## src/rtl/query_tokenizer_if.sv

```systemverilog
// Character-in / burst-out bundle between the speech front end, the tokenizer
// and the key encoder's query shift register.
interface query_tokenizer_if #(
    parameter int LENW = 4
);
    logic [7:0]      char_in;
    logic            char_valid;
    logic            char_ready;
    logic [7:0]      datain;
    logic            ice;
    logic            ls;
    logic            word_done;
    logic [LENW-1:0] word_len;
    logic            overflow;

    modport master (
        output char_in, char_valid,
        input  char_ready, datain, ice, ls, word_done, word_len, overflow
    );

    modport slave (
        input  char_in, char_valid,
        output char_ready, datain, ice, ls, word_done, word_len, overflow
    );
endinterface

```

## src/rtl/query_tokenizer.sv

```systemverilog
// Splits a case-folded, filtered ASCII stream into words and replays each word
// as a fixed MAXLEN-byte load/shift burst for the query register.
module query_tokenizer #(
    parameter int         MAXLEN   = 8,
    parameter int         LENW     = 4,
    parameter logic [7:0] PAD_CHAR = 8'h20
) (
    input logic              clk,
    input logic              rst,
    query_tokenizer_if.slave qif
);
    localparam int              IW       = (MAXLEN > 1) ? $clog2(MAXLEN) : 1;
    localparam logic [LENW-1:0] LEN_MAX  = LENW'(MAXLEN);
    localparam logic [LENW-1:0] LEN_ONE  = LENW'(1);
    localparam logic [IW-1:0]   IDX_LAST = IW'(MAXLEN - 1);
    localparam logic [IW-1:0]   IDX_ONE  = IW'(1);

    typedef enum logic [1:0] {COLLECT, EMIT, DONE} state_t;

    state_t          state, state_n;
    logic [LENW-1:0] len, len_n;
    logic            ovf, ovf_n;
    logic [IW-1:0]   idx, idx_n;
    logic [7:0]      wbuf [MAXLEN];

    logic            accept, is_upper, is_store, is_delim, wr_en;
    logic [7:0]      folded;

    logic            ready_n, ice_n, ls_n, done_n, ovfo_n;
    logic [7:0]      data_n;
    logic [LENW-1:0] wlen_n;

    assign accept = qif.char_valid & qif.char_ready;

    always_comb begin
        is_upper = qif.char_in inside {[8'h41:8'h5A]};
        is_store = is_upper || (qif.char_in inside {[8'h61:8'h7A], [8'h30:8'h39]});
        is_delim = qif.char_in inside {8'h20, 8'h0A, 8'h0D, 8'h2E, 8'h2C, 8'h3F, 8'h21, 8'h00};
        folded   = is_upper ? qif.char_in + 8'h20 : qif.char_in;
    end

    always_ff @(posedge clk) begin
        if (rst) begin
            state <= COLLECT;
            len   <= '0;
            ovf   <= 1'b0;
            idx   <= '0;
        end else begin
            state <= state_n;
            len   <= len_n;
            ovf   <= ovf_n;
            idx   <= idx_n;
        end
    end

    always_ff @(posedge clk) begin
        if (wr_en) wbuf[len[IW-1:0]] <= folded;
    end

    always_comb begin
        state_n = state;
        len_n   = len;
        ovf_n   = ovf;
        idx_n   = idx;
        wr_en   = 1'b0;
        case (state)
            COLLECT: begin
                if (accept && is_store) begin
                    if (len < LEN_MAX) begin
                        wr_en = 1'b1;
                        len_n = len + LEN_ONE;
                    end else begin
                        ovf_n = 1'b1;
                    end
                end else if (accept && is_delim && len != '0) begin
                    state_n = EMIT;
                    idx_n   = '0;
                end
            end
            EMIT: begin
                if (idx == IDX_LAST) state_n = DONE;
                else                 idx_n   = idx + IDX_ONE;
            end
            DONE: begin
                state_n = COLLECT;
                len_n   = '0;
                ovf_n   = 1'b0;
            end
            default: state_n = COLLECT;
        endcase
    end

    // Outputs are decoded from the next state so the registered burst lines
    // line up with the state they describe rather than lagging it by a cycle.
    always_comb begin
        ready_n = (state_n == COLLECT);
        ice_n   = (state_n == EMIT);
        ls_n    = ice_n && (idx_n == '0);
        data_n  = '0;
        if (ice_n) data_n = (LENW'(idx_n) < len_n) ? wbuf[idx_n] : PAD_CHAR;
        done_n  = (state_n == DONE);
        ovfo_n  = done_n & ovf_n;
        wlen_n  = done_n ? len_n : qif.word_len;
    end

    always_ff @(posedge clk) begin
        if (rst) begin
            qif.char_ready <= 1'b1;
            qif.datain     <= '0;
            qif.ice        <= 1'b0;
            qif.ls         <= 1'b0;
            qif.word_done  <= 1'b0;
            qif.word_len   <= '0;
            qif.overflow   <= 1'b0;
        end else begin
            qif.char_ready <= ready_n;
            qif.datain     <= data_n;
            qif.ice        <= ice_n;
            qif.ls         <= ls_n;
            qif.word_done  <= done_n;
            qif.word_len   <= wlen_n;
            qif.overflow   <= ovfo_n;
        end
    end
endmodule

```

## src/flat_wrapper.sv

```systemverilog
// flat-port wrapper written by rule: the top's interface ports become plain ports
module query_tokenizer_flat 
#(
    parameter int         MAXLEN   = 8,
    parameter int         LENW     = 4,
    parameter logic [7:0] PAD_CHAR = 8'h20
)
  (clk, rst, qif_char_in, qif_char_valid, qif_char_ready, qif_datain, qif_ice, qif_ls, qif_word_done, qif_word_len, qif_overflow);
  query_tokenizer_if #(.LENW(LENW)) qif_i ();
  input logic clk;
  input logic rst;
  input wire logic [$bits(qif_i.char_in)-1:0] qif_char_in;
  input wire logic [$bits(qif_i.char_valid)-1:0] qif_char_valid;
  output wire logic [$bits(qif_i.char_ready)-1:0] qif_char_ready;
  output wire logic [$bits(qif_i.datain)-1:0] qif_datain;
  output wire logic [$bits(qif_i.ice)-1:0] qif_ice;
  output wire logic [$bits(qif_i.ls)-1:0] qif_ls;
  output wire logic [$bits(qif_i.word_done)-1:0] qif_word_done;
  output wire logic [$bits(qif_i.word_len)-1:0] qif_word_len;
  output wire logic [$bits(qif_i.overflow)-1:0] qif_overflow;
  assign qif_i.char_in = qif_char_in;
  assign qif_i.char_valid = qif_char_valid;
  assign qif_char_ready = qif_i.char_ready;
  assign qif_datain = qif_i.datain;
  assign qif_ice = qif_i.ice;
  assign qif_ls = qif_i.ls;
  assign qif_word_done = qif_i.word_done;
  assign qif_word_len = qif_i.word_len;
  assign qif_overflow = qif_i.overflow;
  query_tokenizer #(.MAXLEN(MAXLEN), .LENW(LENW), .PAD_CHAR(PAD_CHAR)) u_core (.clk(clk), .rst(rst), .qif(qif_i));
endmodule
```

## config.mk

```make
export PLATFORM = sky130hd
export DESIGN_NAME = query_tokenizer_flat
export DESIGN_NICKNAME = d
export VERILOG_FILES = /design/src/rtl/query_tokenizer_if.sv /design/src/rtl/query_tokenizer.sv /design/src/flat_wrapper.sv
export SDC_FILE = /design/constraint.sdc
export NUM_CORES = 1
export LEC_CHECK = 0
export CORE_AREA = 8 8 98 100
export CTS_BUF_LIST = sky130_fd_sc_hd__clkbuf_8
export DETAILED_ROUTE_END_ITERATION = 10
export DIE_AREA = 0 0 106 108
export PLACE_DENSITY = 0.75
export SLEW_MARGIN = 30
export SYNTH_ARGS = -nofsm -noshare
export SYNTH_HDL_FRONTEND = slang
export SYNTH_SLANG_ARGS = --single-unit
export TNS_END_PERCENT = 1
```

## constraint.sdc

```tcl
create_clock -name clk -period 4.3 [get_ports clk]
set_clock_uncertainty 0.05 [all_clocks]
set_input_delay 1.29 -clock clk [delete_from_list [all_inputs] [get_ports clk]]
set_output_delay 1.29 -clock clk [all_outputs]
set_load 0.05 [all_outputs]
```

Word-level counts from Yosys, hierarchy flattened
Memory sizes are Yosys's and may differ from the RTL's.
Cells that the tools add are included.
W data, S select, Z words.

storage, ports and cells
  flip-flop bits (word level) = 27
  bits in writable memories = 64
  output and inout port bits = 17
  word-level logic and storage cells = 78
  memories kept = 1

memory list
  memory       words  bits a word  read ports  clocked after memory_dff  write ports  line                   source
  u_core.wbuf  8      8            1           0                         1            query_tokenizer.sv:24  logic [7:0] wbuf [MAXLEN];

operators by class
  add/sub/neg operators = 3
  order comparisons = 8
  eq/ne operators = 12
  muxes and demuxes = 21
  bitwise operators = 4
  reductions and logical operators = 17

operator list
  operator               number
  $eq A8 B6 Y1 const B   5
  $eq A8 B4 Y1 const B   2
  $ge A8 B7 Y1 const B   2
  $le A8 B7 Y1 const B   2
  $mux W3                3
  $add A8 B6 Y8 const B  1
  $ge A8 B6 Y1 const B   1
  $le A8 B6 Y1 const B   1
  $logic_not A8 Y1       1
  $mux W4                2
  $mux W8                1
  $pmux W4 S2            1
  $reduce_bool A8 Y1     1
  $logic_and A1 B1 Y1    7
  $mux W1                7
  $mux W2                3
  $mux W6                1
  $pmux W3 S2            1
  $add A4 B1 Y4 const B  1
  $eq A2 B1 Y1 const B   2
  $eq A2 B2 Y1 const B   2
  $logic_not A2 Y1       2
  $lt A3 B4 Y1           1
  $lt A4 B4 Y1 const B   1
  12 further kinds       14

Longest topological paths before layout
Gate-level depths: netlist of run 1.

  depth in word-level cells = 10
  mapped depth = 16
  gate-level depth less buffers = 13

Least setup slack after synthesis of run 1
No wires, ideal clock.

  kind = input-to-reg
  start point = input qif_char_in[2]
  end point = register u_core.qif.datain[5]
  library setup time = 0.120 ns
  data arrival time = 4.338 ns
  data required time = 4.130 ns
  path slack = -0.208 ns
  stages on the path = 13
  buffers on the path = 4
  path through = buf_2 or4b_1 o311a_2 a2111oi_0 or3_1 buf_2 clkbuf_1 inv_1 ha_1 or4_1 o21ba_1 buf_2 o31a_1

on the way
  elaborated cells between the ends (all ways) = 37
  those cells by class = order compare (7); eq/ne (8); mux (9); bitwise (1); reduce/logical (11); memory (1)

RTL lines
  item                                                              line                                          source
  start: declaration                                                flat_wrapper.sv:12                            input wire logic [$bits(qif_i.char_in)-1:0] qif_char_in;
  $ge A8 B7 Y1 (tied with other cells)                              query_tokenizer.sv:37                         is_store = is_upper || (qif.char_in inside {[8'h61:8'h7A], [8'h30:8'h39]});
  $logic_and A1 B1 Y1 / $reduce_bool A8 Y1 (equally long branches)  query_tokenizer.sv:37, query_tokenizer.sv:38
  $reduce_bool A2 Y1 / $logic_and A1 B1 Y1 (equally long branches)  query_tokenizer.sv:37, query_tokenizer.sv:75
  $logic_or A1 B1 Y1 / $logic_and A1 B1 Y1 (equally long branches)  query_tokenizer.sv:37, query_tokenizer.sv:75
  $logic_and A1 B1 Y1 / $mux W3 (equally long branches)             query_tokenizer.sv:68, query_tokenizer.sv:75
  $mux W3 (*)                                                       query_tokenizer.sv:68                         if (accept && is_store) begin
  $pmux W3 S2 (*)                                                   query_tokenizer.sv:66                         case (state)
  named net u_core.idx_n[1]                                         query_tokenizer.sv:23                         logic [IW-1:0] idx, idx_n;
  $mem_v2 Z8 W8 / $lt A3 B4 Y1 (equally long branches)              -
  $mux W6 (*)                                                       query_tokenizer.sv:100                        if (ice_n) data_n = (LENW'(idx_n) < len_n) ? wbuf[idx_n] : PAD_CHAR;
  end signal: assignment                                            query_tokenizer.sv:117                        qif.datain <= data_n;
  end: declaration                                                  query_tokenizer_if.sv:23                      output char_ready, datain, ice, ls, word_done, word_len, overflow

The timed path passes the listed nets; every way through them passes the cells marked *.
A chain may end at the register's enable or synchronous reset.

Final worst setup path of run 1
  start point = input qif_char_in[0]
  end point = register u_core.qif.datain[5]

on the way
  longest elaborated chain between the ends = 10
  elaborated cells between the ends (all ways) = 37
  those cells by class = order compare (7); eq/ne (8); mux (9); bitwise (1); reduce/logical (11); memory (1)

RTL lines
  item
  parallel branches: the longest is 10 deep, another holds $ge A8 B7 Y1

Several ways; the timed one is not identified.

==> results of run 1 <==
## state kept, by name, indices dropped and copies added (netlist names)
name / count
u_core.qif.ls: 1
u_core.wbuf: 64
u_core.ovf: 1
u_core.qif.word_done: 1
u_core.qif.overflow: 1
u_core.qif.ice: 1
u_core.state: 2
u_core.qif.word_len: 4
u_core.len: 4
u_core.qif.datain: 8
u_core.idx: 3
u_core.qif.char_ready: 1
## cell usage after synthesis, drive strengths merged, types with 5 or more instances
cell	count
dfxtp	27
mux2i	5
a311o	14
nor2	20
clkbuf	11
o211ai	5
ha	7
nor3	12
buf	8
inv	11
nor3b	18
edfxtp	64
a211oi	23
nand2	42
a21oi	6
## stage by stage
| step | power, mW | worst slack [ns] | util, % | area [sq um] | instances |
|---|---|---|---|---|---|
| 2_1_floorplan | 1.010 | 0.006338 | - | 3966 | 324 |
| 6_report | 1.624 | 0.08199 | 59.84 | 4818 | 492 |
| 5_1_grt | 1.676 | 0.005312 | 59.84 | 4818 | 492 |
| 4_1_cts | 1.625 | 0.02263 | 59.33 | 4777 | 492 |
| 3_3_place_gp | 1.062 | -0.2316 | 56.85 | 4577 | 476 |
| 3_5_place_dp | 1.064 | -0.3509 | 56.85 | 4577 | 476 |
## metal layers
layer,vias up,track usage (%),routed length [um]
met5,-,0,0
met4,0,6.834,179
met3,18,3.569,474
met2,78,28.64,4802
met1,1436,21.79,4089
li1,1350,-,-
## worst reg2reg max path, stage by stage (launching register included)
cell	delay, ns
sky130_fd_sc_hd__dfxtp_1	0.52
sky130_fd_sc_hd__inv_1	0.15
sky130_fd_sc_hd__ha_1	0.21
sky130_fd_sc_hd__a2111o_1	0.40
sky130_fd_sc_hd__buf_4	0.17
sky130_fd_sc_hd__a211o_1	0.30
sky130_fd_sc_hd__nand2_2	0.09
sky130_fd_sc_hd__inv_2	0.04
sky130_fd_sc_hd__ha_1	0.18
sky130_fd_sc_hd__or4_1	0.54
sky130_fd_sc_hd__o21ba_4	0.23
sky130_fd_sc_hd__o31a_1	0.30
## how the worst max path moves through the flow
stage	end	slack (ns)
finish	u_core.qif.datain[5]$_SDFF_PP0_	0.08
global route	u_core.qif.datain[4]$_SDFF_PP0_	0.005
CTS	u_core.qif.datain[2]$_SDFF_PP0_	0.02
detailed placement	u_core.qif.datain[2]$_SDFF_PP0_	-0.35
global placement	u_core.qif.datain[5]$_SDFF_PP0_	-0.23
floorplan	u_core.qif.datain[5]$_SDFF_PP0_	0.006
## power breakdown
group / internal, mW / total [mW] / switching [mW]
sequential: 0.944 / 0.946 / 0.00274
clock: 0.284 / 0.574 / 0.290
combinational: 0.0462 / 0.104 / 0.0573
## cell usage in the layout, fill, tap and decap left out, types with 5 or more instances in the layout
cell	n
sky130_fd_sc_hd__a211oi_1	22
sky130_fd_sc_hd__a21oi_1	5
sky130_fd_sc_hd__a311o_1	14
sky130_fd_sc_hd__buf_4	38
sky130_fd_sc_hd__clkbuf_8	10
sky130_fd_sc_hd__clkdlybuf4s50_1	27
sky130_fd_sc_hd__dfxtp_1	27
sky130_fd_sc_hd__edfxtp_1	64
sky130_fd_sc_hd__ha_1	7
sky130_fd_sc_hd__inv_1	10
sky130_fd_sc_hd__mux2i_1	5
sky130_fd_sc_hd__nand2_1	41
sky130_fd_sc_hd__nor2_1	19
sky130_fd_sc_hd__nor3_1	11
sky130_fd_sc_hd__nor3b_1	18
sky130_fd_sc_hd__o211ai_1	5
## cell type report
| cell class | count | area (sq um) | area share, % |
|---|---|---|---|
| inverter | 11 | 41.29 | 0.8569 |
| multi-input combinational | 203 | 1408 | 29.21 |
| timing repair buffer | 66 | 575.6 | 11.94 |
| clock inverter | 6 | 62.56 | 1.298 |
| clock buffer | 10 | 137.6 | 2.856 |
| tap | 105 | 131.4 | 2.727 |
| sequential | 91 | 2462 | 51.10 |
## cells by family after synthesis
logic type | count (synthesis) | synth area share [%]
and+or+nand+nor | 114 | 14.75
adders and majority gates | 7 | 2.215
DFF | 91 | 62.28
buffers and inverters | 30 | 3.228
xor gates and xnor gates | 3 | 0.6647
muxes | 5 | 1.266
AOI/OAI and AO/OA | 74 | 15.60
## what timing repair did
action / in CTS / in global routing
hold endpoints to repair: 0 / 0
resized for setup: 1 / 10
pin swaps: 0 / 2
setup endpoints to repair: 1 / 8
==> impl.org, run 1 <==
** Status
- The run finished with clean final reports.

** Timing
- The clock period could shrink to 4.218 ns.
- Static timing analysis puts the maximum clock frequency at 237.1 MHz.
- Worst hold slack across all endpoints :: 0.4170 ns
- Setup repair after global routing left no endpoint under its margin.
- Final-layout setup total negative slack :: 0 ns
- Final hold violation count :: 0
- Headroom to the max-slew limit came out at 52.82%.
- Setup violations remaining at the end of the flow were counted as 0.
- For the pin with the worst max-slew slack, the measured transition is 0.6881 ns.
- Number of slew-limit violations in the final report :: 0
- Final Cycle Share :: 98.09%

** Critical path
- Top Family by Delay on Critical Path :: simple AND/OR/NAND/NOR gates
- STA classifies the critical path startpoint as a primary input.
- Capture point of the worst reg-to-reg path :: u_core.qif.datain[5]$_SDFF_PP0_
- Cells traversed along the worst timing path :: clkdlybuf4s50_1 > or4_4 > o31ai_2 > a21oi_2 > o2111ai_1 > xnor2_1 > nand2_1 > ha_1 > or4_1 > o21ba_4 > o31a_1
- Critical path buffer and inverter count :: 1
- Counting cells, the worst reg-to-reg path comes to 11.
- Maximum net fanout on the critical path :: 3
- Delay of the slowest cell on the worst path :: 0.56 ns
- Launch point of the worst path :: qif_char_in[0]
- The critical path in this run is classified as in2reg.
- Required time at the worst-slack endpoint :: 4.50 ns
- For the worst setup path, the data arrival time is 4.42 ns.
- Flop-to-flop setup slack :: 1.03 ns
- The worst setup path is captured at a flip-flop.
- The worst register-to-register path begins at u_core.len[1]$_SDFF_PP0_.
- Critical-path top delay cell :: sky130_fd_sc_hd__or4_4
- CP Depth :: 11

** Detailed routing
- 1st-iter DRT viols :: 252
- DRC :: 0
- DR vias :: 2882
- Routed wirelength normalized by instance count :: 19.40 um
- Before antenna repair, the detailed router went through 5 iterations.
- Final Routed Wirelength :: 9.545 mm
- After detailed routing, the number of vias per cell comes to 5.858.
- DRT antenna net count :: 0

** Logic synthesis
- Fraction of post-synthesis cell area in the top cell type by area :: 48.61%
- A synthesized cell averages 12.20 sq um.
- Sequential-to-total area share from yosys stat :: 62.28%
- Count of synthesis-stage warnings from yosys :: 0
- In the synthesized netlist the dominant register cell turns out to be sky130_fd_sc_hd__edfxtp_1.
- In the synthesized netlist, the number of instances is 324.
- Share of flip-flops with an asynchronous set or reset :: 0%
- Top cells by area, synth :: sky130_fd_sc_hd__edfxtp_1, sky130_fd_sc_hd__dfxtp_1, sky130_fd_sc_hd__a211oi_1
- Register bit total from synthesis :: 91
- Net Count, Synth :: 342
- Dominant cell type by area after synthesis :: sky130_fd_sc_hd__edfxtp_1
- In this run, synthesis inferred 64 flip-flops with an integrated enable.
- In this run, distinct cell masters in the synthesized netlist total 51.
- In this run the cell area of the synthesized design comes to 3954 sq um.

** Layout
- Cells with a size suffix above 1 make up 17.83% of the layout.
- At the end of the flow, the number of nets in the layout was 400.
- Filler cell count :: 639
- Number of inserted diodes :: 0
- Layout area overhead :: 21.87%

** GRT
- GRT Util Overall :: 17.28%
- Summed over all layers, the global routing overflow is 0.
- Entering global routing, the biggest net connects 34 pins.
- Number of global-route vias before repair :: 2825
- The first global-routing pass estimated 15.19 mm of wire.
- Antenna violations before repair :: 0

** Clocking
- TritonCTS built the clock tree.
- CTS built an H-tree with a depth of 3.
- CTS root buffer :: sky130_fd_sc_hd__clkbuf_8
- Post-CTS timing repair inserted 0 buffers for setup.
- CTS Hold Buffers Added :: 0
- The clock passes through at most 2 buffers.
- Clock-pin transition on the worst setup and hold timing paths :: 0.09 ns
- TritonCTS buffer count :: 9
- Clock net sink count :: 91
- For the worst-skew pair, the clock arrives at the later sink with an insertion delay of 0.36 ns.

** Pwr
- Static Leakage :: 1.684 nW
- In this run the power density over the cells is 336.9 nW/um^2.
- Across the VDD grid, the largest voltage drop is 0.1411 mV.

** Job
- The tool flagged a number of max-cap violations equal to 0.

** Hold path
- Sink of the worst hold path :: u_core.qif.word_len[1]$_SDFFE_PP0P_
- The worst hold path passes through 2 cells.
- In this run the most critical hold path is launched from u_core.qif.word_len[1]$_SDFFE_PP0P_.
- HP Class :: reg2reg

** Floorplanning
- The floorplan step defined a die boundary enclosing 11450 sq um.
- The floorplan step set the die height to 108 um.
- In this run the horizontal extent of the chip is 106 um.
- Initial Util :: 49.11%
- The core region is 8051 sq um.
- Number of top-level design ports :: 28
- Std cell rows :: 33

** Placed design
- Final weighted congestion in routability-driven placement :: 0.8506
- Summed over all nets, the half-perimeter wirelength after detailed placement is 6.388 mm.
- During placement, the flow inserted port buffers numbering 27.
Note: power is estimated with default switching activity, not from simulation.
==> run 2, diff against run 1 <==
- TNS_END_PERCENT: 1 -> 100
==> results of run 2 <==
Same layout as run 1: the final DEF is identical, and so are final timing and power.
